--- src/rtl/register_file_mp_pkg.sv ---
// Shared widths, the hardwired-zero register index and read-source selection
// for the multi-port register file.
package register_file_mp_pkg;

  localparam int DEF_DATA_W = 32;
  localparam int DEF_ADDR_W = 5;
  localparam int DEF_NUM_RD = 2;
  localparam int REG_ZERO   = 0;

  typedef enum logic [1:0] {
    SRC_MEM = 2'd0,
    SRC_W0  = 2'd1,
    SRC_W1  = 2'd2
  } rd_src_e;

  // W1 is the load writeback and wins over W0 when both target the read address.
  function automatic rd_src_e pick_src(input bit bypass, input logic w0_hit, input logic w1_hit);
    rd_src_e src;
    src = SRC_MEM;
    if (bypass) begin
      if (w1_hit) begin
        src = SRC_W1;
      end else if (w0_hit) begin
        src = SRC_W0;
      end
    end
    return src;
  endfunction

endpackage

--- src/rtl/register_file_mp_read_port.sv ---
// One registered read port: optional forwarding of same-cycle write data,
// plus the registered pending flag of the addressed register.
module register_file_mp_read_port
  import register_file_mp_pkg::*;
#(
  parameter int DATA_W = DEF_DATA_W,
  parameter int ADDR_W = DEF_ADDR_W,
  parameter int BYPASS = 1
) (
  input  logic              CLK,
  input  logic              RST,
  input  logic [ADDR_W-1:0] rd_addr,
  input  logic [DATA_W-1:0] mem_data,
  input  logic              w0_live,
  input  logic [ADDR_W-1:0] w0_addr,
  input  logic [DATA_W-1:0] w0_data,
  input  logic              w1_live,
  input  logic [ADDR_W-1:0] w1_addr,
  input  logic [DATA_W-1:0] w1_data,
  input  logic              pend_next,
  output logic [DATA_W-1:0] rd_data,
  output logic              rd_busy
);

  rd_src_e           src_sel;
  logic [DATA_W-1:0] data_next;
  logic [DATA_W-1:0] data_reg;
  logic              busy_reg;

  always_comb begin
    src_sel   = pick_src(BYPASS != 0,
                         w0_live && (w0_addr == rd_addr),
                         w1_live && (w1_addr == rd_addr));
    data_next = mem_data;
    case (src_sel)
      SRC_W1:  data_next = w1_data;
      SRC_W0:  data_next = w0_data;
      default: data_next = mem_data;
    endcase
  end

  always_ff @(posedge CLK) begin
    if (RST) begin
      data_reg <= '0;
      busy_reg <= 1'b0;
    end else begin
      data_reg <= data_next;
      busy_reg <= pend_next;
    end
  end

  assign rd_data = data_reg;
  assign rd_busy = busy_reg;

endmodule

--- src/rtl/register_file_mp.sv ---
// Multi-port register file: storage with W1-over-W0 write priority, per-register
// pending scoreboard, and NUM_RD registered read ports.
module register_file_mp
  import register_file_mp_pkg::*;
#(
  parameter int DATA_W = DEF_DATA_W,
  parameter int ADDR_W = DEF_ADDR_W,
  parameter int NUM_RD = DEF_NUM_RD,
  parameter int BYPASS = 1
) (
  input  logic                     CLK,
  input  logic                     RST,
  input  logic [NUM_RD*ADDR_W-1:0] R_Addr,
  output logic [NUM_RD*DATA_W-1:0] R_Data,
  output logic [NUM_RD-1:0]        R_Busy,
  input  logic                     W0_En,
  input  logic [ADDR_W-1:0]        W0_Addr,
  input  logic [DATA_W-1:0]        W0_Data,
  input  logic                     W1_En,
  input  logic [ADDR_W-1:0]        W1_Addr,
  input  logic [DATA_W-1:0]        W1_Data,
  input  logic                     Claim_En,
  input  logic [ADDR_W-1:0]        Claim_Addr,
  output logic                     Any_Busy
);

  localparam int                DEPTH     = 1 << ADDR_W;
  localparam logic [ADDR_W-1:0] ZERO_ADDR = ADDR_W'(REG_ZERO);

  logic [DATA_W-1:0] mem_reg [DEPTH];
  logic [DEPTH-1:0]  pending_reg;
  logic [DEPTH-1:0]  pending_next;
  logic              any_busy_reg;
  logic              w0_live;
  logic              w1_live;
  logic              claim_live;

  assign w0_live    = W0_En    && (W0_Addr    != ZERO_ADDR);
  assign w1_live    = W1_En    && (W1_Addr    != ZERO_ADDR);
  assign claim_live = Claim_En && (Claim_Addr != ZERO_ADDR);

  // Register 0 is only ever cleared, so it reads as zero without a special case.
  always_ff @(posedge CLK) begin
    if (RST) begin
      for (int i = 0; i < DEPTH; i++) begin
        mem_reg[i] <= '0;
      end
    end else begin
      for (int i = 1; i < DEPTH; i++) begin
        if (w1_live && (W1_Addr == ADDR_W'(i))) begin
          mem_reg[i] <= W1_Data;
        end else if (w0_live && (W0_Addr == ADDR_W'(i))) begin
          mem_reg[i] <= W0_Data;
        end
      end
    end
  end

  // A claim is applied after the write clears: it names the newer producer.
  always_comb begin
    pending_next = pending_reg;
    if (w0_live) begin
      pending_next[W0_Addr] = 1'b0;
    end
    if (w1_live) begin
      pending_next[W1_Addr] = 1'b0;
    end
    if (claim_live) begin
      pending_next[Claim_Addr] = 1'b1;
    end
    pending_next[ZERO_ADDR] = 1'b0;
  end

  always_ff @(posedge CLK) begin
    if (RST) begin
      pending_reg  <= '0;
      any_busy_reg <= 1'b0;
    end else begin
      pending_reg  <= pending_next;
      any_busy_reg <= |pending_next;
    end
  end

  assign Any_Busy = any_busy_reg;

  generate
    for (genvar gi = 0; gi < NUM_RD; gi++) begin : g_rd
      logic [ADDR_W-1:0] rd_addr;
      assign rd_addr = R_Addr[gi*ADDR_W +: ADDR_W];

      register_file_mp_read_port #(
        .DATA_W (DATA_W),
        .ADDR_W (ADDR_W),
        .BYPASS (BYPASS)
      ) u_port (
        .CLK       (CLK),
        .RST       (RST),
        .rd_addr   (rd_addr),
        .mem_data  (mem_reg[rd_addr]),
        .w0_live   (w0_live),
        .w0_addr   (W0_Addr),
        .w0_data   (W0_Data),
        .w1_live   (w1_live),
        .w1_addr   (W1_Addr),
        .w1_data   (W1_Data),
        .pend_next (pending_next[rd_addr]),
        .rd_data   (R_Data[gi*DATA_W +: DATA_W]),
        .rd_busy   (R_Busy[gi])
      );
    end
  endgenerate

endmodule

--- config.mk ---
export PLATFORM = sky130hd
export DESIGN_NAME = register_file_mp
export DESIGN_NICKNAME = d
export VERILOG_FILES = /design/src/rtl/register_file_mp_pkg.sv /design/src/rtl/register_file_mp_read_port.sv /design/src/rtl/register_file_mp.sv
export SDC_FILE = /design/constraint.sdc
export NUM_CORES = 2
export LEC_CHECK = 0
export CORE_MARGIN = 2
export CORE_UTILIZATION = 41
export CTS_CLUSTER_SIZE = 8
export DETAILED_ROUTE_END_ITERATION = 10
export PLACE_DENSITY = 0.66
export SLEW_MARGIN = 30
export SYNTH_ARGS = -nofsm -noshare
export SYNTH_HDL_FRONTEND = slang
export SYNTH_SLANG_ARGS = --single-unit
--- constraint.sdc ---
create_clock -name CLK -period 5.4 [get_ports CLK]
set_input_delay 1.62 -clock CLK [delete_from_list [all_inputs] [get_ports CLK]]
set_output_delay 1.62 -clock CLK [all_outputs]
set_load 0.01 [all_outputs]
== Word-level counts from Yosys, hierarchy flattened ==
Memories as Yosys holds them, arrays and structs flattened.
Index checks and enable logic that the tools add are counted.

* Bitwise operators: 67
* Equal/unequal tests: 70
* Reduce and logical (&&, ||, !) cells: 76
* Order comparisons: 8
* Muxes and demuxes: 300

{| class="wikitable"
|+ Operators with widths
! kind !! count
|-
| $mux 32 || 65
|-
| $mux 1 || 226
|-
| $eq 5x5->1 const B || 32
|-
| $pmux 32 s2 || 2
|-
| $eq 5x4->1 const B || 16
|-
| $logic_and 1x1->1 || 72
|-
| $and 32x32->32 || 2
|-
| $not 32->32 || 2
|-
| $or 1x1->1 || 62
|-
| $eq 5x3->1 const B || 8
|-
| $or 32x32->32 || 1
|-
| $reduce_or 31->1 || 1
|-
| $lt 5x6->1 const B || 5
|-
| $eq 5x2->1 const B || 4
|-
| $eq 5x5->1 || 4
|-
| $demux 1 s5 || 3
|-
| $ge 5x1->1 const B || 3
|-
| $reduce_bool 5->1 || 3
|-
| $bmux 1 s5 || 2
|-
| $eq 5x1->1 const B || 2
|-
| $eq 2x1->1 const B || 2
|-
| $eq 2x2->1 const B || 2
|-
| $mux 2 || 2
|}

* Word-level logic and storage cells: 529
* Register bits after elaboration: 99
* Output and inout port bits: 67
* Memory bits (writable): 1024
* Input bits: 94
* Memories: 1

{| class="wikitable"
|+ Memories
! name !! words !! bits a word !! read ports !! clocked after memory_dff !! write ports !! RTL line !! text
|-
| mem_reg || 32 || 32 || 2 || 0 || 32 || register_file_mp.sv:30 || <nowiki>logic [DATA_W-1:0] mem_reg [DEPTH];</nowiki>
|}

== Longest topological paths before layout ==
* Depth after elaboration: 13
* Mapped depth: 10
* Depth with buffers taken out: 7

== Hierarchy ==
Synthesis repeated with hierarchy kept, for this count alone.

* Cells, all modules: 5459
* Area, all modules: 64146.5 µm²

{| class="wikitable"
|+ Modules (own cells, without submodules)
! module !! area each (µm²) !! cells an instance !! times used !! seq. area each (µm²)
|-
| register_file_mp || 60598.1 || 5041 || 1 || 30429.2
|-
| register_file_mp_read_port || 1774.2 || 209 || 2 || 660.6
|}

== Least setup slack after synthesis ==
Ideal clock, no wire load.

* Kind: input to register
* From: input W0_Addr[1]
* To: memory mem_reg[29][0] (netlist bit) (enable)
* Cell stages on the path: 4
* Path buffers: 2
* Required time: 4.934 ns
* Path slack: 0.438 ns
* Arrival time: 4.496 ns
* Cells stage by stage: buf_2 nand2b_1 clkbuf_1 o21ai_0

{| class="wikitable"
|+ RTL lines
! element !! RTL line !! text
|-
| start: declaration || register_file_mp.sv:17 || <nowiki>input logic [ADDR_W-1:0] W0_Addr,</nowiki>
|-
| end: declaration || register_file_mp.sv:30 ||
|}

==> summary.txt <==
Synthesis
  • Post-synthesis cell count: roughly 5200
  • Synth Area per Inst: 12.09 um^2
  • Synth Warn #: 0
  • Netlist Area Pre-Place: 63390 um^2
  • Top cell type's share of synthesized area: 0.4699
  • Post-synth EDFFs: 992
  • Ys flop type: edfxtp_1
  • #FFs+latches synth: 1090
  • Syn Nets: roughly 5300
  • Register area share after synthesis: 0.5009
  • Yosys top cell by area: edfxtp_1
  • Synth async-reset ratio: 0
  • Distinct cells, synth: 70
  • Top post-synthesis cells by area: edfxtp_1 (47%), mux4_2 (21%), nand2_1 (5.6%), o21ai_0 (3.9%), a22o_1 (3.9%)

Routing
  • DRC violations left: 0
  • WL final: about 260 mm
  • Vias: between 50000 and 60000
  • DR pass1 iterations: 6
  • M1 wire length: between 80 and 90 mm
  • Vias per cell: slightly below 7
  • Iter 0 DRT Violations: ~9100
  • WL met3: ~37 mm
  • ANT nets after route: 0
  • Uppermost layer routed: met5
  • Routed len/inst: around 35 um
  • WL met2: 112.5 mm

Pwr
  • Worst vdd ir: 0.3338 mV
  • Switching Share: 0.2681
  • Seq pwr share: 0.444
  • Part of the power in the clock network: 0.407
  • Sw power: about 6.2 mW
  • Power per Cell Area: roughly 320 nW/um^2
  • Comb power frac: 0.149
  • Internal Dissipation: between 15 and 20 mW
  • Leakage: between 20 and 25 nW

STA
  • Tmin final: slightly above 4 ns
  • Final hold violations: 0
  • Max_slew headroom: 0.2983
  • WHS: about 0.57 ns
  • Setup TNS: 0 ns
  • RSZ-0062 raised after global routing: false
  • Final setup fails: 0
  • Tightest Pin Transition: about 1.1 ns
  • Max-slew violation count: 0
  • Clock skew: 0.03655 ns
  • Final period util: 0.7448
  • Highest Clock Rate: around 250 MHz

Placed design
  • Post-DP HPWL: 161.5 mm
  • Routability Congestion: 0.9824
  • # port buffers: 160
  • Placed cells: 7076

GRT
  • Pin count of the biggest net entering global routing: 110
  • Number of global-route vias before repair: 49110
  • Global route overflow: 0
  • First-pass GRT wire length: around 360 mm
  • Total GRT Usage: 0.3194
  • Initial antenna violation count: 15

Setup path
  • Most common cell on crit path: buf_4
  • Largest stage delay, worst path: 0.70 ns
  • Maximum fanout along the worst path: 17
  • Startpoint types: primary input
  • Critical-path top delay cell: or3_2
  • Crit path DAT: around 4.5 ns
  • Crit path max-delay family: buffers and inverters
  • Crit-path cells: clkdlybuf4s50_1, nand4bb_1, buf_4, nor2_1, or3_2, buf_4
  • WS Path Type: primary input to register
  • CP Capture Type: register
  • WP buf/inv: 3
  • Critical Path RT: 5.84 ns

Clock network
  • Hold buffer count at cts: 0
  • # Post-CTS Setup Buffers: 0
  • Root buffer cell: clkbuf_16
  • CTS tree: yes
  • Depth of the CTS H-tree: 4
  • Cts bufs inserted: about 160
  • Max clock buf depth: 3
  • Clock transition at the registers of the reported paths: 0.06 ns
  • Clk_lat worst skew: 0.82 ns
  • Resized cells post-CTS: 0
  • Total clock sinks: ~1100

Floorplanning
  • DIE AREA: roughly 160000 um^2
  • Initial Utilization: 0.4120
  • Core outline area: ~150000 um^2
  • Die height: about 400 um
  • Num ports: between 150 and 200
  • Die W: 397.2 um
  • Row cnt: roughly 140

Outcome
  • Status: completed

Cells and area
  • # nets final: 5283
  • Area grow syn2layout: 14.44%
  • Max reg flops: roughly 990
  • Non-Filler Instances: between 7000 and 8000
  • Fraction of layout cells with a size suffix above 1: 0.2332

Min path
  • Hold WC Path Type: register to register

Flow run
  • Total of max-cap violations: 0
synth_stat cells, drive strengths merged, types with 7 or more instances:
cell    count
edfxtp    992
nand2     944
mux4      577
clkbuf    519
o21ai     499
nor2      323
a22o      283
a21oi     201
buf       141
a22oi     105
dfxtp      98
nor3       91
mux2i      69
a211oi     68
mux2       66
nor2b      43
nand3      24
nor4       19
o22ai      19
xnor2      16
nand2b     11
a31oi       9
o221ai      9
or3         9
nand4       8
and2        7
metal layers:
metal,GRT usage,up-vias
met2,0.4779,4610
met4,0.1863,22
met1,0.4036,25080
met3,0.1087,1051
li1,-,20070
met5,0,-
worst reg2reg max path: cells and delay by family, from the launching register on:
| kind | cells | cell delay, ns |
|---|---|---|
| AND/OR/NAND/NOR | 2 | 0.18 |
| AO/OA/AOI/OAI | 1 | 0.34 |
| multiplexers | 3 | 1.51 |
| flip-flops | 1 | 0.40 |
metrics by stage:
step	util	power, mW	setup slack [ns]	cell area (um^2)
after CTS	0.4714	22.97	1.524	72530
after global routing	0.4713	23.54	1.348	72520
after floorplan	-	12.37	0.4376	63390
after detailed placement	0.4420	13.73	0.6927	68020
after global placement	0.4422	13.65	0.6932	68030
final	0.4714	23.08	1.378	72540
cells in the final DEF (no fill, tap or decap), drive strengths merged, types with 7 or more instances in the layout:
master	synthesis	routed
a211oi	68	68
a21oi	201	201
a22o	283	283
a22oi	105	105
a31oi	9	9
and2	7	7
buf	141	313
clkbuf	519	254
clkdlybuf4s50	0	138
dfxtp	98	98
diode	0	7
edfxtp	992	992
inv	6	15
mux2	66	66
mux2i	69	69
mux4	577	577
nand2	944	944
nand2b	11	11
nand3	24	24
nand4	8	8
nor2	323	323
nor2b	43	43
nor3	91	91
nor4	19	19
o21ai	499	499
o221ai	9	9
o22ai	19	19
or3	9	9
xnor2	16	16
layout make-up:
type / count / area [um^2]
fill: 13490 / 81330
inverter: 7 / 32.53
tap: 2044 / 2557
clock inverter: 14 / 212.7
multi-input combinational: 3484 / 29380
clock buffer: 254 / 4303
timing repair buffer: 451 / 4285
sequential: 1090 / 31750
antenna: 7 / 17.52
power by group through the flow:
stage / Combinational [mW] / Clock [mW] / Sequential (mW)
floorplan: 2.08 / 0 / 10.3
global placement: 3.30 / 0 / 10.4
detailed placement: 3.33 / 0 / 10.4
CTS: 3.34 / 9.39 / 10.2
global route: 3.53 / 9.70 / 10.3
finish: 3.43 / 9.40 / 10.2
final timing paths:
kind / from / cells after the start / slack (ns) / end
min: pending_reg[17]$_SDFF_PP0_ / 2 / 0.57 / pending_reg[17]$_SDFF_PP0_
max: W0_Addr[3] / 6 / 1.38 / mem_reg[16][27]$_SDFFCE_PN0P_
min reg2reg: pending_reg[17]$_SDFF_PP0_ / 2 / 0.57 / pending_reg[17]$_SDFF_PP0_
max reg2reg: mem_reg[20][29]$_SDFFCE_PP0P_ / 6 / 2.79 / g_rd[1].u_port.rd_data[29]$_SDFF_PP0_
logic make-up after synthesis:
kind of cell / Yosys count / synth area share
and+or+nand+nor: 1532 / 0.1030
DFF: 1090 / 0.5009
buffers and inverters: 667 / 0.04295
muxes: 712 / 0.2276
AOI/OAI and AO/OA: 1220 / 0.1228
xor gates and xnor gates: 20 / 0.002763
No activity file was read; power rests on OpenSTA's default activity.
